==> src/rtl/i2c_pkg.sv <==
// Shared types and helpers for the I2C frame arbiter: FSM state encoding,
// frame width, codec address and a frame-assembly function.
package i2c_pkg;

  typedef enum logic [1:0] {
    IDLE,
    BUSY,
    GAP
  } state_e;

  localparam int         I2C_FRAME_W = 24;
  localparam logic [6:0] CODEC_ADDR  = 7'b0011010;

  // Write frame: {7-bit device address, R/W=0, 7-bit register, 9-bit data}.
  function automatic logic [I2C_FRAME_W-1:0] build_frame(
    input logic [6:0] addr,
    input logic [6:0] reg_addr,
    input logic [8:0] data
  );
    return {addr, 1'b0, reg_addr, data};
  endfunction

endpackage

==> src/rtl/i2c_arbiter_if.sv <==
// Requester and sender handshake bundle around the I2C arbiter.
interface i2c_arbiter_if #(
  parameter int N_REQ   = 2,
  parameter int FRAME_W = i2c_pkg::I2C_FRAME_W
);

  logic [N_REQ-1:0]         i_req;
  logic [N_REQ*FRAME_W-1:0] i_dat;
  logic [N_REQ-1:0]         o_grant;
  logic [N_REQ-1:0]         o_done;
  logic                     o_err;
  logic                     o_busy;
  logic [FRAME_W-1:0]       o_sender_dat;
  logic                     o_sender_start;
  logic                     i_sender_finished;

  modport slave (
    input  i_req, i_dat, i_sender_finished,
    output o_grant, o_done, o_err, o_busy, o_sender_dat, o_sender_start
  );

  modport master (
    output i_req, i_dat, i_sender_finished,
    input  o_grant, o_done, o_err, o_busy, o_sender_dat, o_sender_start
  );

endinterface

==> src/rtl/rr_pick.sv <==
// Combinational round-robin picker: first set request at or above the
// pointer, wrapping modulo N_REQ.
module rr_pick #(
  parameter  int N_REQ = 2,
  localparam int IDX_W = $clog2(N_REQ)
) (
  input  logic [N_REQ-1:0] i_req,
  input  logic [IDX_W-1:0] i_ptr,
  output logic [N_REQ-1:0] o_grant,
  output logic [IDX_W-1:0] o_idx
);

  function automatic logic [IDX_W-1:0] wrap_idx(input logic [IDX_W-1:0] base, input int off);
    int sum;
    sum = int'(base) + off;
    if (sum >= N_REQ) sum -= N_REQ;
    return IDX_W'(sum);
  endfunction

  // Walk from the farthest offset down so the nearest requester is written last.
  always_comb begin
    // NOTE: defaults first so every path assigns every output (no latch).
    o_grant = '0;
    o_idx   = '0;
    for (int off = N_REQ - 1; off >= 0; off--) begin
      if (i_req[wrap_idx(i_ptr, off)]) begin
        o_idx          = wrap_idx(i_ptr, off);
        o_grant        = '0;
        o_grant[o_idx] = 1'b1;
      end
    end
  end

endmodule

==> src/rtl/i2c_arbiter.sv <==
// Round-robin arbiter sharing one I2C frame sender between N_REQ requesters,
// with completion timeout and an enforced idle gap between transactions.
module i2c_arbiter
  import i2c_pkg::*;
#(
  parameter int N_REQ          = 2,
  parameter int FRAME_W        = I2C_FRAME_W,
  parameter int GAP_CYCLES     = 4,
  parameter int TIMEOUT_CYCLES = 4096
) (
  input logic          i_clk,
  input logic          i_rst,
  i2c_arbiter_if.slave bus
);

  localparam int IDX_W = $clog2(N_REQ);
  localparam int TMR_W = (TIMEOUT_CYCLES > 0) ? $clog2(TIMEOUT_CYCLES + 1) : 1;
  localparam int GAP_W = (GAP_CYCLES > 0) ? $clog2(GAP_CYCLES + 1) : 1;
  localparam logic [TMR_W-1:0] TMR_LAST = TMR_W'((TIMEOUT_CYCLES > 0) ? TIMEOUT_CYCLES - 1 : 0);
  localparam logic [GAP_W-1:0] GAP_LAST = GAP_W'((GAP_CYCLES > 0) ? GAP_CYCLES - 1 : 0);

  state_e             state_q, state_d;
  logic [IDX_W-1:0]   ptr_q, ptr_d;
  logic [IDX_W-1:0]   idx_q, idx_d;
  logic [N_REQ-1:0]   grant_q, grant_d;
  logic [N_REQ-1:0]   done_q, done_d;
  logic               err_q, err_d;
  logic               busy_q, busy_d;
  logic               start_q, start_d;
  logic [FRAME_W-1:0] dat_q, dat_d;
  logic [TMR_W-1:0]   tmr_q, tmr_d;
  logic [GAP_W-1:0]   gap_q, gap_d;

  logic [N_REQ-1:0]   pick_grant;
  logic [IDX_W-1:0]   pick_idx;
  logic               timed_out;

  rr_pick #(.N_REQ(N_REQ)) u_pick (
    .i_req   (bus.i_req),
    .i_ptr   (ptr_q),
    .o_grant (pick_grant),
    .o_idx   (pick_idx)
  );

  assign timed_out = (TIMEOUT_CYCLES != 0) && (tmr_q == TMR_LAST);

  always_comb begin
    state_d = state_q;
    ptr_d   = ptr_q;
    idx_d   = idx_q;
    dat_d   = dat_q;
    tmr_d   = tmr_q;
    gap_d   = gap_q;
    grant_d = '0;
    done_d  = '0;
    err_d   = 1'b0;
    start_d = 1'b0;
    unique case (state_q)
      IDLE: begin
        if (|pick_grant) begin
          state_d = BUSY;
          idx_d   = pick_idx;
          dat_d   = bus.i_dat[int'(pick_idx)*FRAME_W +: FRAME_W];
          grant_d = pick_grant;
          start_d = 1'b1;
          tmr_d   = '0;
        end
      end
      BUSY: begin
        tmr_d = tmr_q + 1'b1;
        // A completion in the timeout cycle still counts as success.
        if (bus.i_sender_finished || timed_out) begin
          done_d  = N_REQ'(1) << idx_q;
          err_d   = !bus.i_sender_finished;
          ptr_d   = (int'(idx_q) == N_REQ - 1) ? '0 : idx_q + 1'b1;
          gap_d   = '0;
          state_d = (GAP_CYCLES == 0) ? IDLE : GAP;
        end
      end
      GAP: begin
        if (gap_q == GAP_LAST) state_d = IDLE;
        else                   gap_d   = gap_q + 1'b1;
      end
      default: state_d = IDLE;
    endcase
    busy_d = (state_d != IDLE);
  end

  always_ff @(posedge i_clk) begin
    // NOTE: non-blocking assignments so every flop samples pre-edge values.
    if (i_rst) begin
      state_q <= IDLE;
      ptr_q   <= '0;
      idx_q   <= '0;
      grant_q <= '0;
      done_q  <= '0;
      err_q   <= 1'b0;
      busy_q  <= 1'b0;
      start_q <= 1'b0;
      dat_q   <= '0;
      tmr_q   <= '0;
      gap_q   <= '0;
    end else begin
      state_q <= state_d;
      ptr_q   <= ptr_d;
      idx_q   <= idx_d;
      grant_q <= grant_d;
      done_q  <= done_d;
      err_q   <= err_d;
      busy_q  <= busy_d;
      start_q <= start_d;
      dat_q   <= dat_d;
      tmr_q   <= tmr_d;
      gap_q   <= gap_d;
    end
  end

  assign bus.o_grant        = grant_q;
  assign bus.o_done         = done_q;
  assign bus.o_err          = err_q;
  assign bus.o_busy         = busy_q;
  assign bus.o_sender_start = start_q;
  assign bus.o_sender_dat   = dat_q;

endmodule

==> src/flat_wrapper.sv <==
// flat-port wrapper written by rule: the top's interface ports become plain ports
module i2c_arbiter_flat import i2c_pkg::*;
#(
  parameter int N_REQ          = 2,
  parameter int FRAME_W        = I2C_FRAME_W,
  parameter int GAP_CYCLES     = 4,
  parameter int TIMEOUT_CYCLES = 4096
)
  (i_clk, i_rst, bus_i_req, bus_i_dat, bus_i_sender_finished, bus_o_grant, bus_o_done, bus_o_err, bus_o_busy, bus_o_sender_dat, bus_o_sender_start);
  i2c_arbiter_if #(.N_REQ(N_REQ), .FRAME_W(FRAME_W)) bus_i ();
  input logic i_clk;
  input logic i_rst;
  input wire logic [$bits(bus_i.i_req)-1:0] bus_i_req;
  input wire logic [$bits(bus_i.i_dat)-1:0] bus_i_dat;
  input wire logic [$bits(bus_i.i_sender_finished)-1:0] bus_i_sender_finished;
  output wire logic [$bits(bus_i.o_grant)-1:0] bus_o_grant;
  output wire logic [$bits(bus_i.o_done)-1:0] bus_o_done;
  output wire logic [$bits(bus_i.o_err)-1:0] bus_o_err;
  output wire logic [$bits(bus_i.o_busy)-1:0] bus_o_busy;
  output wire logic [$bits(bus_i.o_sender_dat)-1:0] bus_o_sender_dat;
  output wire logic [$bits(bus_i.o_sender_start)-1:0] bus_o_sender_start;
  assign bus_i.i_req = bus_i_req;
  assign bus_i.i_dat = bus_i_dat;
  assign bus_i.i_sender_finished = bus_i_sender_finished;
  assign bus_o_grant = bus_i.o_grant;
  assign bus_o_done = bus_i.o_done;
  assign bus_o_err = bus_i.o_err;
  assign bus_o_busy = bus_i.o_busy;
  assign bus_o_sender_dat = bus_i.o_sender_dat;
  assign bus_o_sender_start = bus_i.o_sender_start;
  i2c_arbiter #(.N_REQ(N_REQ), .FRAME_W(FRAME_W), .GAP_CYCLES(GAP_CYCLES), .TIMEOUT_CYCLES(TIMEOUT_CYCLES)) u_core (.i_clk(i_clk), .i_rst(i_rst), .bus(bus_i));
endmodule
==> config.mk <==
export PLATFORM = sky130hd
export DESIGN_NAME = i2c_arbiter_flat
export DESIGN_NICKNAME = d
export VERILOG_FILES = /design/src/rtl/i2c_pkg.sv /design/src/rtl/i2c_arbiter_if.sv /design/src/rtl/rr_pick.sv /design/src/rtl/i2c_arbiter.sv /design/src/flat_wrapper.sv
export SDC_FILE = /design/constraint.sdc
export NUM_CORES = 1
export LEC_CHECK = 0
export ABC_AREA = 1
export CAP_MARGIN = 40
export CORE_MARGIN = 10
export CORE_UTILIZATION = 40
export DETAILED_ROUTE_END_ITERATION = 12
export DONT_BUFFER_PORTS = 1
export GPL_TIMING_DRIVEN = 0
export PLACE_DENSITY_LB_ADDON = 0.3
export SLEW_MARGIN = 20
export SYNTH_ARGS = -nofsm -noshare
export SYNTH_HDL_FRONTEND = slang
export SYNTH_SLANG_ARGS = --single-unit
==> constraint.sdc <==
create_clock -name i_clk -period 3.3 [get_ports i_clk]
set_input_delay 0.495 -clock i_clk [delete_from_list [all_inputs] [get_ports i_clk]]
set_output_delay 0.495 -clock i_clk [all_outputs]
set_load 0.01 [all_outputs]
==> After elaboration in Yosys (flattened, before gate mapping) <==
Cells that the tools add are included.
{ "word_totals": {"reg_bits": 51, "word_cells": 82} }
{ "classes": {"n_mux": 27, "bitwise": 4, "n_addsub": 6, "n_reduce_logical": 16, "magnitude_cmp": 8, "mul": 1, "n_eq_ne": 7, "n_shift": 2} }
{ "ops": {"columns": ["operator", "n"], "rows": [
  ["$shiftx A48 B32 Y24", 1],
  ["$pmux W13 S2", 1],
  ["$mux W1", 14],
  ["$add A13 B1 Y13 const B", 1],
  ["$eq A13 B12 Y1 const B", 1],
  ["$mux W13", 1],
  ["$mux W2", 5],
  ["$lt A1 B2 Y1 const B", 4],
  ["$mux W3", 2],
  ["$pmux W2 S3", 1],
  ["$pmux W3 S2", 1],
  ["$reduce_and A2 Y1", 3],
  ["$reduce_bool A2 Y1", 3],
  ["$reduce_or A3 Y1", 2],
  ["$ne A2 B1 Y1 const B", 2],
  ["$not A1 Y1", 4],
  ["$reduce_or A2 Y1", 2],
  ["$add A3 B1 Y3 const B", 1],
  ["$eq A3 B2 Y1 const B", 1],
  ["$mul A1 B2 Y3 const B", 1],
  ["$reduce_and A3 Y1", 1],
  ["$add A1 B1 Y2 const B", 1],
  ["$demux W1 S1", 2],
  ["$eq A2 B1 Y1 const B", 1],
  ["12 further kinds", 15]
]} }

==> Logic depth before layout (Yosys ltp) <==
Gate-level depths: netlist (run 1).
{ "logic_depth": {"ltp_word": 16, "ltp_mapped": 10} }

==> By module <==
A second synthesis (run 1) with hierarchy kept.
{ "hier_totals": {"cells_unflattened": 335, "area_unflattened_um2": 2357.3} }
{ "by_module_without_submodules": {"columns": ["mod", "instances", "cells_per_inst", "area_each_um2"], "rows": [
  ["i2c_arbiter", 1, 329, 2329.7],
  ["rr_pick", 1, 6, 27.5]
]} }

==> Worst setup path after synthesis (run 1) <==
Ideal clock, no wire load.
{ "synth_timing": {"kind": "flip-flop to flip-flop", "startpoint": "register u_core.state_q[1]", "endpoint": "register u_core.tmr_q[5]", "path_slack_ns": 1.938, "arrival_ns": 1.243, "path_stages_with_launch": 9, "path_cell_list": "dfxtp_1 inv_1 ha_1 inv_2 o21ai_2 buf_6 nand2_1 o21ai_0 a21oi_1"} }
{ "synth_between": {"elab_chain_len": 3, "word_cells_on_any_way": 6, "cone_classes": "2 x eq/ne; 1 x mux; 3 x reduce/logical"} }
{ "synth_lines": {"columns": ["item", "line", "text"], "rows": [
  ["start: declaration", "i2c_arbiter.sv:22", "state_e state_q, state_d;"],
  ["start signal: assignment", "i2c_arbiter.sv:104", "state_q <= state_d;"],
  ["$logic_not A2 Y1 / $eq A2 B1 Y1 (equally long branches)", "i2c_arbiter.sv:58", "unique case (state_q)"],
  ["$ne A2 B1 Y1 (no line) / $reduce_bool A2 Y1 (equally long branches)", null, null],
  ["$reduce_and A2 Y1 (no line)", null, null],
  ["end signal: assignment", "i2c_arbiter.sv:113", "tmr_q <= tmr_d;"],
  ["end: declaration", "i2c_arbiter.sv:31", "logic [TMR_W-1:0] tmr_q, tmr_d;"]
]} }
Parallel ways exist; a longest one is shown, timed or not.
A chain may end at the register's enable or synchronous reset.

==> Final worst setup path (run 1) <==
{ "layout_timing": {"startpoint": "register u_core.state_q[1]", "endpoint": "register u_core.tmr_q[6]"} }
The elaborated chain is that of the path after synthesis.

==> results of run 1 <==
[cell type report]
| class | count | area [sq um] | share of cell area (%) |
|---|---|---|---|
| buffer | 13 | 76.3 | 3.00 |
| clock buffer | 6 | 82.6 | 3.25 |
| clock inverter | 2 | 35.0 | 1.38 |
| inverter | 37 | 139 | 5.47 |
| multi-input combinational | 224 | 1100 | 43.2 |
| sequential | 51 | 1020 | 40.2 |
| tap | 72 | 90.1 | 3.55 |
[worst max-delay path: cells and delay by family (launching register included)]
kind                       cells  cell delay [ns]
AOI/OAI and AO/OA              3             0.39
adders and majority gates      1             0.29
buffers and inverters          3             0.35
DFF                            1             0.36
and+or+nand+nor                1             0.07
[how the worst max path moves through the flow]
stage	start	to	cells after the start
2_1_floorplan	u_core.state_q[1]$_SDFF_PP0_	u_core.tmr_q[5]$_SDFFE_PP0P_	8
3_3_place_gp	bus_i_req[1]	u_core.bus.o_sender_dat[19]$_SDFFE_PP0P_	6
3_5_place_dp	bus_i_req[1]	u_core.bus.o_sender_dat[0]$_SDFFE_PP0P_	6
4_1_cts	u_core.state_q[1]$_SDFF_PP0_	u_core.tmr_q[6]$_SDFFE_PP0P_	8
5_1_grt	u_core.tmr_q[0]$_SDFFE_PP0P_	u_core.gap_q[1]$_SDFFE_PP0P_	9
6_report	u_core.state_q[1]$_SDFF_PP0_	u_core.tmr_q[6]$_SDFFE_PP0P_	8
[registers in the layout, summed over array words and instances (netlist names)]
register and cells:
u_core.bus.o_grant 2, u_core.bus.o_sender_start 1, u_core.bus.o_busy 1, u_core.bus.o_sender_dat 24, u_core.tmr_q 13, u_core.idx_q 1
u_core.state_q 2, u_core.ptr_q 1, u_core.gap_q 3, u_core.bus.o_done 2, u_core.bus.o_err 1
[stage by stage]
stage / worst slack [ns] / utilization (%) / power [mW] / hold slack (ns)
after floorplan: 1.94 / - / 1.15 / 0.409
after global placement: 1.77 / 43.5 / 1.26 / 0.428
after detailed placement: 1.74 / 43.5 / 1.27 / 0.430
after CTS: 1.75 / 45.6 / 1.72 / 0.239
after global routing: 1.58 / 45.6 / 1.82 / 0.227
final: 1.76 / 45.6 / 1.70 / 0.249
[cells in the mapped netlist]
cell type  count
a21oi_1        9
o22ai_1        1
a21boi_0       1
o21ai_1        1
nor2_1        26
o21ai_2        3
nor3_1         4
or2_2          2
inv_2          5
nand3_1       10
nand2_2        3
buf_6          1
dfxtp_1       51
o21ai_0       29
buf_4          3
nand4_1        5
nand2_1       95
nand3_2        3
ha_1           7
nand3b_1       1
buf_2          7
inv_1         32
clkbuf_1       2
a31oi_1       24
[power groups by stage]
stage                     logic, mW  clock network [mW]  registers [mW]
final                         0.407               0.451           0.840
after global placement        0.403                   0           0.858
after global routing          0.473               0.492           0.858
after CTS                     0.414               0.464           0.845
after floorplan               0.327                   0           0.826
after detailed placement      0.413                   0           0.856
[per-layer routing]
layer	routed length [um]	GRT usage, %	vias up
met3	673	7.94	6
met2	2580	20.1	71
li1	-	-	1073
met4	72	4.00	0
met1	2530	14.3	886
met5	0	0	-
[cell families after synthesis]
logic type                 count (synthesis)
AOI/OAI and AO/OA                         68
DFF                                       51
and+or+nand+nor                          149
adders and majority gates                  7
buffers and inverters                     50
==> out/results.ini, run 1 <==
[run_status]
status=finished, final reports clean

[yosys]
synth_top_family_by_area=simple AND/OR/NAND/NOR gates
synthSimpleGateAreaFrac_pct=26.8
netlist-cell-type-count=24
ys_top_cells_by_area=dfxtp_1 (44%), nand2_1 (15%), a31oi_1 (6.4%)
syn_area_sq_um=2330
syn_inst=325
synthMuxAreaShare_pct=0
synth_fa_ha_area_share_pct=3.75
synthXorXnorAreaFrac_pct=0
synth_compound_area_share_pct=16.5
syn_nets=385
synth_top_area_share_pct=43.8
yosysTopAreaCell=dfxtp_1
synth_seq_cells=51
synth.avg_cell_area_sq_um=7.18
yosys_warnings=0
ys_seq_area_share_pct=43.8

[setup_path]
crit_required_ns=3.51
worstSetupStartpointType=register
crit_arrival_ns=1.74
path_max_fanout=10
reg2reg_to=u_core.tmr_q[6]$_SDFFE_PP0P_
ff2ff_path_depth=8
cp_cell_sequence=inv_1 -> ha_1 -> inv_2 -> o21ai_2 -> buf_6 -> nand2_1 -> o21ai_0 -> a21oi_1
slowest_delay_ns=0.36
crit_path_end_kind=register
reg2reg_from=u_core.state_q[1]$_SDFF_PP0_
crit_type=register to register
slowest_stage=dfxtp_1
r2r_setup_slack_ns=1.76

[power]
power.density_nw_per_um2=669
power_frac_clock_pct=26.6
peakVddDrop_uv=305
intPower_mw=1.12
p_leak_nw=1.13
combPwrFrac_pct=24.0
switchingPower_mw=0.583
p_seq_share_pct=49.5
swShare_pct=34.3

[sta]
clock.fmax_mhz=651
final-hold-violation-count=0
tns_ns=0
fin_crit_ns=1.54
max_slew_margin_pct=72.2
drv_slew=0
rsz0062_at_grt=no
fin_skew_ns=0.00751
worstMarginPinSlew_ns=0.417
setup_viol=0
post-route-period-util_pct=46.6

[clock_network]
ctsResizeCount=0
clock-sinks=51
cts_buffer_depth=2
h-tree-depth=2
cts_tree=built
numCtsBuffers=5
path_clk_slew_ns=0.09
clk_latency_ns=0.31
cts_root_buf=clkbuf_8
hold_buffers=0
cts_setup_buffers=0

[hold_path]
hp-class=input port to register
min_to=u_core.tmr_q[1]$_SDFFE_PP0P_
hold_start=i_rst
whs_path_depth=1

[global_routing]
grt.total_usage_pct=12.9
first_global_vias=2018
grt-ovfl-total=0
grt_pass1_wl_um=9410
antenna_found_initial=0
grt_max_degree=16

[placement]
postPlaceCellArea_sq_um=2420
gp_congestion=0.826
place_hpwl_um=4620
portBuffers=0
placedCellCount=397

[floorplan]
fp.dieW_um=96.4
core_area_sq_um=5570
core.rowCount=27
dieArea_sq_um=9290
pin_count=84
fp.dieH_um=96.4
start_util_pct=41.9

[layout]
fin_cells=405
nets=392
area_growth_syn_to_layout_pct=8.90
layout_commonest_cell=nand2_1
design_area_sq_um=2540
fill_cells=585
mostFrequentLayoutCells=nand2_1 (95), dfxtp_1 (51), inv_1 (32)
drive_gt1_share_pct=10.5
antenna_cells=0

[route]
drt_iter0_markers=78
ant_nets=0
avgRoutedWirePerCell_um=14.4
via_count=2036
routed_via_density=5.03
detail_route.first_pass.iterations=4
wirelength_um=5850
remaining_drc_errors=0

[run]
drv_cap=0

Note: power is estimated with default switching activity, not from simulation.
==> run 2, diff against run 1 <==
==> constraint.sdc (replaced) <==
create_clock -name i_clk -period 1.3 [get_ports i_clk]
set_input_delay 0.195 -clock i_clk [delete_from_list [all_inputs] [get_ports i_clk]]
set_output_delay 0.195 -clock i_clk [all_outputs]
set_load 0.01 [all_outputs]
==> out/results.ini, run 2 (synthesis results as in run 1) <==
[layout]
largest_reg_flops=24
fin_cells=425
mostFrequentLayoutCells=nand2_1 (87), dfxtp_1 (43), inv_1 (27)
drive_gt1_share_pct=26.6
nets=412
antenna_cells=0
area_growth_syn_to_layout_pct=29.2
layout_commonest_cell=nand2_1

[floorplan]
pin_count=84
start_util_pct=41.9
fp.dieH_um=96.4
core.rowCount=27
core_area_sq_um=5570
dieArea_sq_um=9290
fp.dieW_um=96.4

[route]
routed_via_density=5.20
ant_nets=0
remaining_drc_errors=0
detail_route.first_pass.iterations=4
wirelength_um=6760
drt_iter0_markers=108
via_count=2208
avgRoutedWirePerCell_um=15.9

[sta]
hold_slack_ns=0.0373
drv_slew=0
fin_skew_ns=0.0103
final-hold-violation-count=0
post-route-period-util_pct=102
fin_crit_ns=1.33
worstMarginPinSlew_ns=0.375
tns_ns=-0.0862
rsz0062_at_grt=yes
clock.fmax_mhz=752
worst_slack_ns=-0.0302
setup_viol=6
max_slew_margin_pct=75.0

[placement]
pre_cts_slack_ns=-0.210
portBuffers=0
gp_congestion=0.841
placedCellCount=397
place_hpwl_um=4680

[clock_network]
numCtsBuffers=5
clk_latency_ns=0.30
cts_root_buf=clkbuf_8
h-tree-depth=2
cts_buffer_depth=2
clock-sinks=51
path_clk_slew_ns=0.10
cts_tree=built

[power]
power.density_nw_per_um2=1700
peakVddDrop_uv=805
p_leak_nw=1.30

[global_routing]
grt_pass1_wl_um=10900
antenna_found_initial=0
grt.total_usage_pct=14.7
grt-ovfl-total=0
first_global_vias=2351
grt_max_degree=16

[run_status]
violations=setup timing
status=finished with violations

[setup_path]
path_max_fanout=5
crit_required_ns=1.50
crit_path_end_kind=register
r2r_setup_slack_ns=-0.03
crit_arrival_ns=1.53
worstSetupStartpointType=register
crit_type=register to register

[hold_path]
hp-class=input port to register

[run]
drv_cap=0

[run 2: changes by cell type in the layout (fill, tap and decap cells not counted), sizes merged]
cell,previous run,this run
clkinv,1,0
dlygate4sd3,0,1
bufinv,1,2
buf,11,27
clkbuf,8,10
o21ai,33,34
[run 2: repair_timing]
action	CTS	global route
hold endpoints to repair	3	0
gates cloned	2	1
pin swaps	8	23
setup buffers	7	9
endpoints found under the setup margin	50	50
hold buffers	1	0
gates resized for setup	44	45
[run 2: layout make-up]
class	count	area, sq um
timing repair buffer	19	149
sequential	51	1040
multi-input combinational	225	1340
clock inverter	2	60.1
buffer	13	118
clock buffer	6	72.6
tap	72	90.1
inverter	37	154
fill	520	2560
[run 2: worst paths after layout]
path / start / end / cells after the start
worst max-delay path: u_core.state_q[0]$_SDFF_PP0_ / u_core.tmr_q[6]$_SDFFE_PP0P_ / 7
worst min-delay path: bus_i_dat[41] / u_core.bus.o_sender_dat[17]$_SDFFE_PP0P_ / 2
worst max register to register: u_core.state_q[0]$_SDFF_PP0_ / u_core.tmr_q[6]$_SDFFE_PP0P_ / 7
worst min register to register: u_core.idx_q$_SDFFE_PP0P_ / u_core.bus.o_done[0]$_SDFF_PP0_ / 1
[run 2: where the power goes]
| group | leakage [nW] | switching [mW] | internal (mW) | total [mW] |
|---|---|---|---|---|
| Combinational | 0.812 | 0.907 | 0.759 | 1.67 |
| Clock | 0.0654 | 0.515 | 0.769 | 1.28 |
| Sequential | 0.423 | 0.316 | 1.85 | 2.17 |
| Total | 1.30 | 1.74 | 3.38 | 5.12 |
[run 2: routing by layer]
metal  part of all wire, %  GRT usage, %  up-vias  wire length, um
met5                     0             0        -                0
met4                   1.8          5.45        0              124
met3                   8.2          6.63       12              555
met2                    49          24.7       78             3330
met1                    41          15.9     1005             2750
li1                      -             -     1113                -
[run 2: stage by stage]
stage                     instance area [sq um]  utilization, %  power (mW)
after floorplan                            2340               -        2.93
after global placement                     2430            43.6        3.21
after detailed placement                   2430            43.6        3.23
after CTS                                  2790            50.1        4.87
after global routing                       3010            54.1        5.43
final                                      3010            54.1        5.12
[run 2: critical path, cell delays in order (launching register included)]
cell	delay (ns)
dfxtp_4	0.39
inv_4	0.06
ha_4	0.18
o21ai_4	0.19
buf_6	0.16
nand2_1	0.07
o21ai_1	0.13
a21oi_1	0.05
